**src/rtl/paddsb_seq.sv**
```systemverilog
// Byte-serial packed saturating add/sub: one signed byte lane per cycle, result after 2 cycles.
// Accepts only in IDLE (in_ready); holds result in DONE until out_ready, no internal buffering.
module paddsb_seq (
    input  logic        clk,
    input  logic        rst_n,
    input  logic        in_valid,
    output logic        in_ready,
    input  logic [15:0] a,
    input  logic [15:0] b,
    input  logic        sub,
    output logic        out_valid,
    input  logic        out_ready,
    output logic [15:0] result,
    output logic [1:0]  sat,
    output logic        zero,
    output logic        busy
);

    typedef enum logic [1:0] {
        IDLE = 2'd0,
        LO   = 2'd1,
        HI   = 2'd2,
        DONE = 2'd3
    } state_t;

    state_t      state;
    state_t      state_nxt;

    logic [15:0] a_q;
    logic [15:0] b_q;
    logic        sub_q;
    logic [15:0] result_q;
    logic [1:0]  sat_q;

    logic        capture;
    logic        wr_lo;
    logic        wr_hi;

    logic [7:0]  lane_a;
    logic [7:0]  lane_b;
    logic [7:0]  lane_bb;
    logic [7:0]  lane_sum;
    logic [7:0]  lane_res;
    logic        lane_ovf;

    // A single shared lane datapath; the state selects which byte it sees,
    // so carries can never cross from lane0 into lane1.
    always_comb begin
        lane_a   = (state == HI) ? a_q[15:8] : a_q[7:0];
        lane_b   = (state == HI) ? b_q[15:8] : b_q[7:0];
        lane_bb  = sub_q ? ~lane_b : lane_b;
        lane_sum = lane_a + lane_bb + {7'd0, sub_q};
        lane_ovf = (lane_a[7] == lane_bb[7]) && (lane_sum[7] != lane_a[7]);
        lane_res = lane_ovf ? (lane_a[7] ? 8'h80 : 8'h7F) : lane_sum;
    end

    always_comb begin
        state_nxt = state;
        in_ready  = 1'b0;
        out_valid = 1'b0;
        busy      = 1'b0;
        capture   = 1'b0;
        wr_lo     = 1'b0;
        wr_hi     = 1'b0;
        case (state)
            IDLE: begin
                in_ready = 1'b1;
                if (in_valid) begin
                    capture   = 1'b1;
                    state_nxt = LO;
                end
            end
            LO: begin
                busy      = 1'b1;
                wr_lo     = 1'b1;
                state_nxt = HI;
            end
            HI: begin
                busy      = 1'b1;
                wr_hi     = 1'b1;
                state_nxt = DONE;
            end
            DONE: begin
                out_valid = 1'b1;
                if (out_ready) begin
                    state_nxt = IDLE;
                end
            end
            default: begin
                state_nxt = IDLE;
            end
        endcase
    end

    always_ff @(posedge clk or negedge rst_n) begin
        if (!rst_n) begin
            state <= IDLE;
        end else begin
            state <= state_nxt;
        end
    end

    always_ff @(posedge clk or negedge rst_n) begin
        if (!rst_n) begin
            a_q      <= 16'h0000;
            b_q      <= 16'h0000;
            sub_q    <= 1'b0;
            result_q <= 16'h0000;
            sat_q    <= 2'b00;
        end else begin
            if (capture) begin
                a_q      <= a;
                b_q      <= b;
                sub_q    <= sub;
                result_q <= 16'h0000;
                sat_q    <= 2'b00;
            end
            if (wr_lo) begin
                result_q[7:0] <= lane_res;
                sat_q[0]      <= lane_ovf;
            end
            if (wr_hi) begin
                result_q[15:8] <= lane_res;
                sat_q[1]       <= lane_ovf;
            end
        end
    end

    assign result = result_q;
    assign sat    = sat_q;
    assign zero   = (result_q == 16'h0000);

endmodule

```
**config.mk**
```make
export PLATFORM = sky130hd
export DESIGN_NAME = paddsb_seq
export DESIGN_NICKNAME = d
export VERILOG_FILES = /design/src/rtl/paddsb_seq.sv
export SDC_FILE = /design/constraint.sdc
export NUM_CORES = 1
export LEC_CHECK = 0
export ABC_AREA = 1
export CAP_MARGIN = 25
export CORE_MARGIN = 3
export CORE_UTILIZATION = 45
export DETAILED_ROUTE_END_ITERATION = 8
export PLACE_DENSITY = 0.72
export SLEW_MARGIN = 20
export SYNTH_ARGS = -nofsm -noshare
export SYNTH_HDL_FRONTEND = slang
export SYNTH_SLANG_ARGS = --single-unit
```
**constraint.sdc**
```tcl
create_clock -name clk -period 3.13 [get_ports clk]
set_input_delay 0.4695 -clock clk [delete_from_list [all_inputs] [get_ports clk]]
set_output_delay 0.4695 -clock clk [all_outputs]
set_load 0.005 [all_outputs]
```
==> results.txt <==
----------------------------------------------------
[Status]
  Outcome ... finished clean

[Cells and area]
  NumNets Final ... 463
  Post-synthesis to final-layout area growth ... 24.8%
  Number of fillers in the final layout ... 558
  Antenna diodes ... 0
  Final std cells w/o fill ... 491
  Sequential standard cell area ... 1330 um2
  Multi-input gate area in the final layout ... 1350 um2
  Fraction of final layout cells with drive strength greater than 1 ... 0.0769

[Clocking]
  Number of buffers added for setup after CTS ... 0
  Buffer type at the clock tree root ... sky130_fd_sc_hd__clkbuf_8
  TritonCTS buffer count ... 5
  Clock transition time at the flip-flop clock pins of the worst setup and hold paths ... 0.09 ns
  CTS sink count ... 53
  Worst-Skew Late Latency ... 0.31 ns
  Clock Path Buffers ... 2
  H-tree levels ... 2
  Clock tree from TritonCTS ... built

[Timing]
  Finish-stage setup viols ... 0
  Pin slew with the least headroom to its limit ... 0.671 ns
  Relative slew slack ... 0.553
  Final worst-path cycle share ... 0.892
  Setup skew after layout ... 0.00977 ns
  Sum of negative setup slack ... 0 ns
  Fin. Hold Viols ... 0
  Post-layout worst setup margin ... 0.338 ns
  Maximum operating frequency ... 358 MHz
  Clock period minus worst slack ... 2.79 ns
  Setup repair after global routing missed its margin ... no
  Max Transition Viols Final ... 0

[Setup path]
  Worst Setup Start Kind ... flip-flop
  Type of element capturing the critical path ... flip-flop
  Largest fanout on the critical path ... 18
  Crit. Startpoint ... state[0]
  Arrival @ worst endpoint ... 2.99 ns
  Reg-to-reg critical path startpoint ... state[0]
  Critical path type ... reg -> reg
  Data required time of the critical path ... 3.33 ns

[Synthesis]
  Cells taking the most area after synthesis ... sky130_fd_sc_hd__dfrtp_1 47%, sky130_fd_sc_hd__nand2_1 25%, sky130_fd_sc_hd__ha_1 4.4%, sky130_fd_sc_hd__xor2_1 3.1%, sky130_fd_sc_hd__inv_1 2.5%
  Share of the synthesized area in the top cell type ... 0.468
  Number of enable-type register cells in the synthesized netlist ... 0
  Netlist Area Pre-Place ... 2830 um2
  Post-Synthesis Net Count ... 410
  Yosys warnings ... 0
  Cell type with the largest total area after synthesis ... sky130_fd_sc_hd__dfrtp_1
  Mean instance size in the synthesized netlist ... 7.83 um2
  Ranking of synthesized cells by instance count ... 185 x sky130_fd_sc_hd__nand2_1, 53 x sky130_fd_sc_hd__dfrtp_1, 19 x sky130_fd_sc_hd__inv_1
  Dominant cell by count in the synthesized netlist ... sky130_fd_sc_hd__nand2_1
  Post-synthesis async set-or-reset flop share ... 1.00
  Number of distinct standard cells referenced by the synthesized netlist ... 29
  Number of synthesized register bits ... 53
  Leading register cell type out of synthesis ... sky130_fd_sc_hd__dfrtp_1
  Post-Synthesis Cells ... 362
  Proportion of synthesized chip area in sequential cells ... 0.468

[Place]
  Placer's final routability congestion estimate ... 0.840
  Port Buffers ... 58
  Cell count after placement ... 483
  Setup Slack @ Placement ... 0.162 ns
  Final HPWL from detailed placement ... 4420 um

[Global route]
  Number of antenna violations at the first check in global routing ... 0
  Wire length of the first global-routing pass ... 9960 um
  Global-route usage over all layers ... 0.169
  Grt total ovfl ... 0
  Pin count of the biggest net entering global routing ... 54
  Via count of the first global-routing pass ... 2265

[Detailed routing]
  Vias per Instance ... 4.83
  Iteration count of the initial detailed-routing pass ... 4
  Post-route ant nets ... 0
  Detailed-route wire length per cell ... 11.9 um
  Detailed router's first-iteration violation count ... 88
  Routed vias ... 2370
  Number of DRC violations after detailed routing ... 0
  Post-Route WL ... 5850 um

[Die]
  Number of top-level pins ... 59
  Placeable core region ... 6030 um2
  Horiz. Die Dim ... 85.4 um
  Std-Cell Rows ... 28
  Die Height ... 85.4 um
  Initial standard-cell utilization of the core ... 0.470
  Die footprint ... 7290 um2

[Pwr]
  LEAKAGE ... 1.86 nW
  Pwr dens ... 1290 nW/um2
  Overall power of the completed layout ... 4.57 mW
  Maximum resistive drop on vdd ... 0.503 mV

[Flow run]
  Max-capacitance violation count ... 0

[Hold path]
  Min-delay worst type ... in -> async

----------------------------------------------------
-- power breakdown --
group / switching [mW] / total, mW / internal [mW]
registers: 0.218 / 1.24 / 1.02
clock network: 0.220 / 0.375 / 0.155
logic: 1.76 / 2.96 / 1.20
total: 2.20 / 4.57 / 2.37
-- layout make-up --
cell class              instances  area share
clock buffers                   5      0.0195
inverters                      20      0.0233
flip-flops and latches         53       0.375
well taps                      75      0.0265
repair buffers                 61       0.170
clock inverters                 3     0.00495
multi-input cells             274       0.381
-- metal layers --
layer,part of all wire,vias to the layer above,track usage,wire (um)
met2,0.49,54,0.292,2850
met5,0,-,0,0
met4,0.010,0,0.0432,59
met1,0.46,1088,0.216,2680
li1,-,1224,-,-
met3,0.044,4,0.0330,260
-- cells in the final DEF (no fill, tap or decap), drive strengths merged, types with 4 or more instances in the layout --
master,instances
nand2,195
clkdlybuf4s50,57
buf,4
nor4,4
nor2,6
clkbuf,5
a21oi,5
o21ai,8
ha,10
xor2,10
nand3,19
dfrtp,53
inv,20
-- final timing paths --
| path | end | slack, ns | cells past startpoint |
|---|---|---|---|
| setup reg to reg | result[3] | 0.34 | 13 |
| max in group asynchronous | a_q[14] | 2.49 | 1 |
| setup / recovery | result[3] | 0.34 | 13 |
| hold / removal | state[1] | 0.19 | 1 |
| min in group clk | a_q[4] | 0.48 | 2 |
| hold reg to reg | a_q[4] | 0.48 | 2 |
-- state kept, by name (all words and copies together), names as in the netlist --
name,cells
state,2
result,16
sub_q,1
sat,2
a_q,16
b_q,16
-- cell families after synthesis --
| logic type | share of synthesized area |
|---|---|
| adders and majority gates | 0.0512 |
| xor gates and xnor gates | 0.0371 |
| buffers and inverters | 0.0574 |
| DFF | 0.468 |
| and+or+nand+nor | 0.346 |
| AOI/OAI and AO/OA | 0.0402 |
-- stage by stage --
stage / instance area, um2 / util / hold slack, ns
3_5_place_dp: 3450 / 0.572 / 0.464
5_1_grt: 3540 / 0.587 / 0.245
3_3_place_gp: 3450 / 0.572 / 0.465
2_1_floorplan: 2830 / - / 0.174
4_1_cts: 3530 / 0.587 / 0.209
6_report: 3540 / 0.587 / 0.195
-- critical path, stage by stage, from the launching register on --
cell and delay (ns):
sky130_fd_sc_hd__dfrtp_1 0.41, sky130_fd_sc_hd__inv_1 0.11, sky130_fd_sc_hd__ha_2 0.34, sky130_fd_sc_hd__inv_8 0.10, sky130_fd_sc_hd__nand2_1 0.07, sky130_fd_sc_hd__nand2_1 0.05, sky130_fd_sc_hd__xor2_1 0.14, sky130_fd_sc_hd__ha_1 0.35
sky130_fd_sc_hd__a21o_1 0.21, sky130_fd_sc_hd__a31oi_1 0.21, sky130_fd_sc_hd__nand2_2 0.09, sky130_fd_sc_hd__or2_2 0.42, sky130_fd_sc_hd__nand3_1 0.13, sky130_fd_sc_hd__nand2_1 0.05
-- what timing repair did --
item	CTS	global route
hold buffers	0	0
setup endpoints to repair	0	14
resized for setup	0	2
Note: power is estimated with default switching activity, not from simulation.
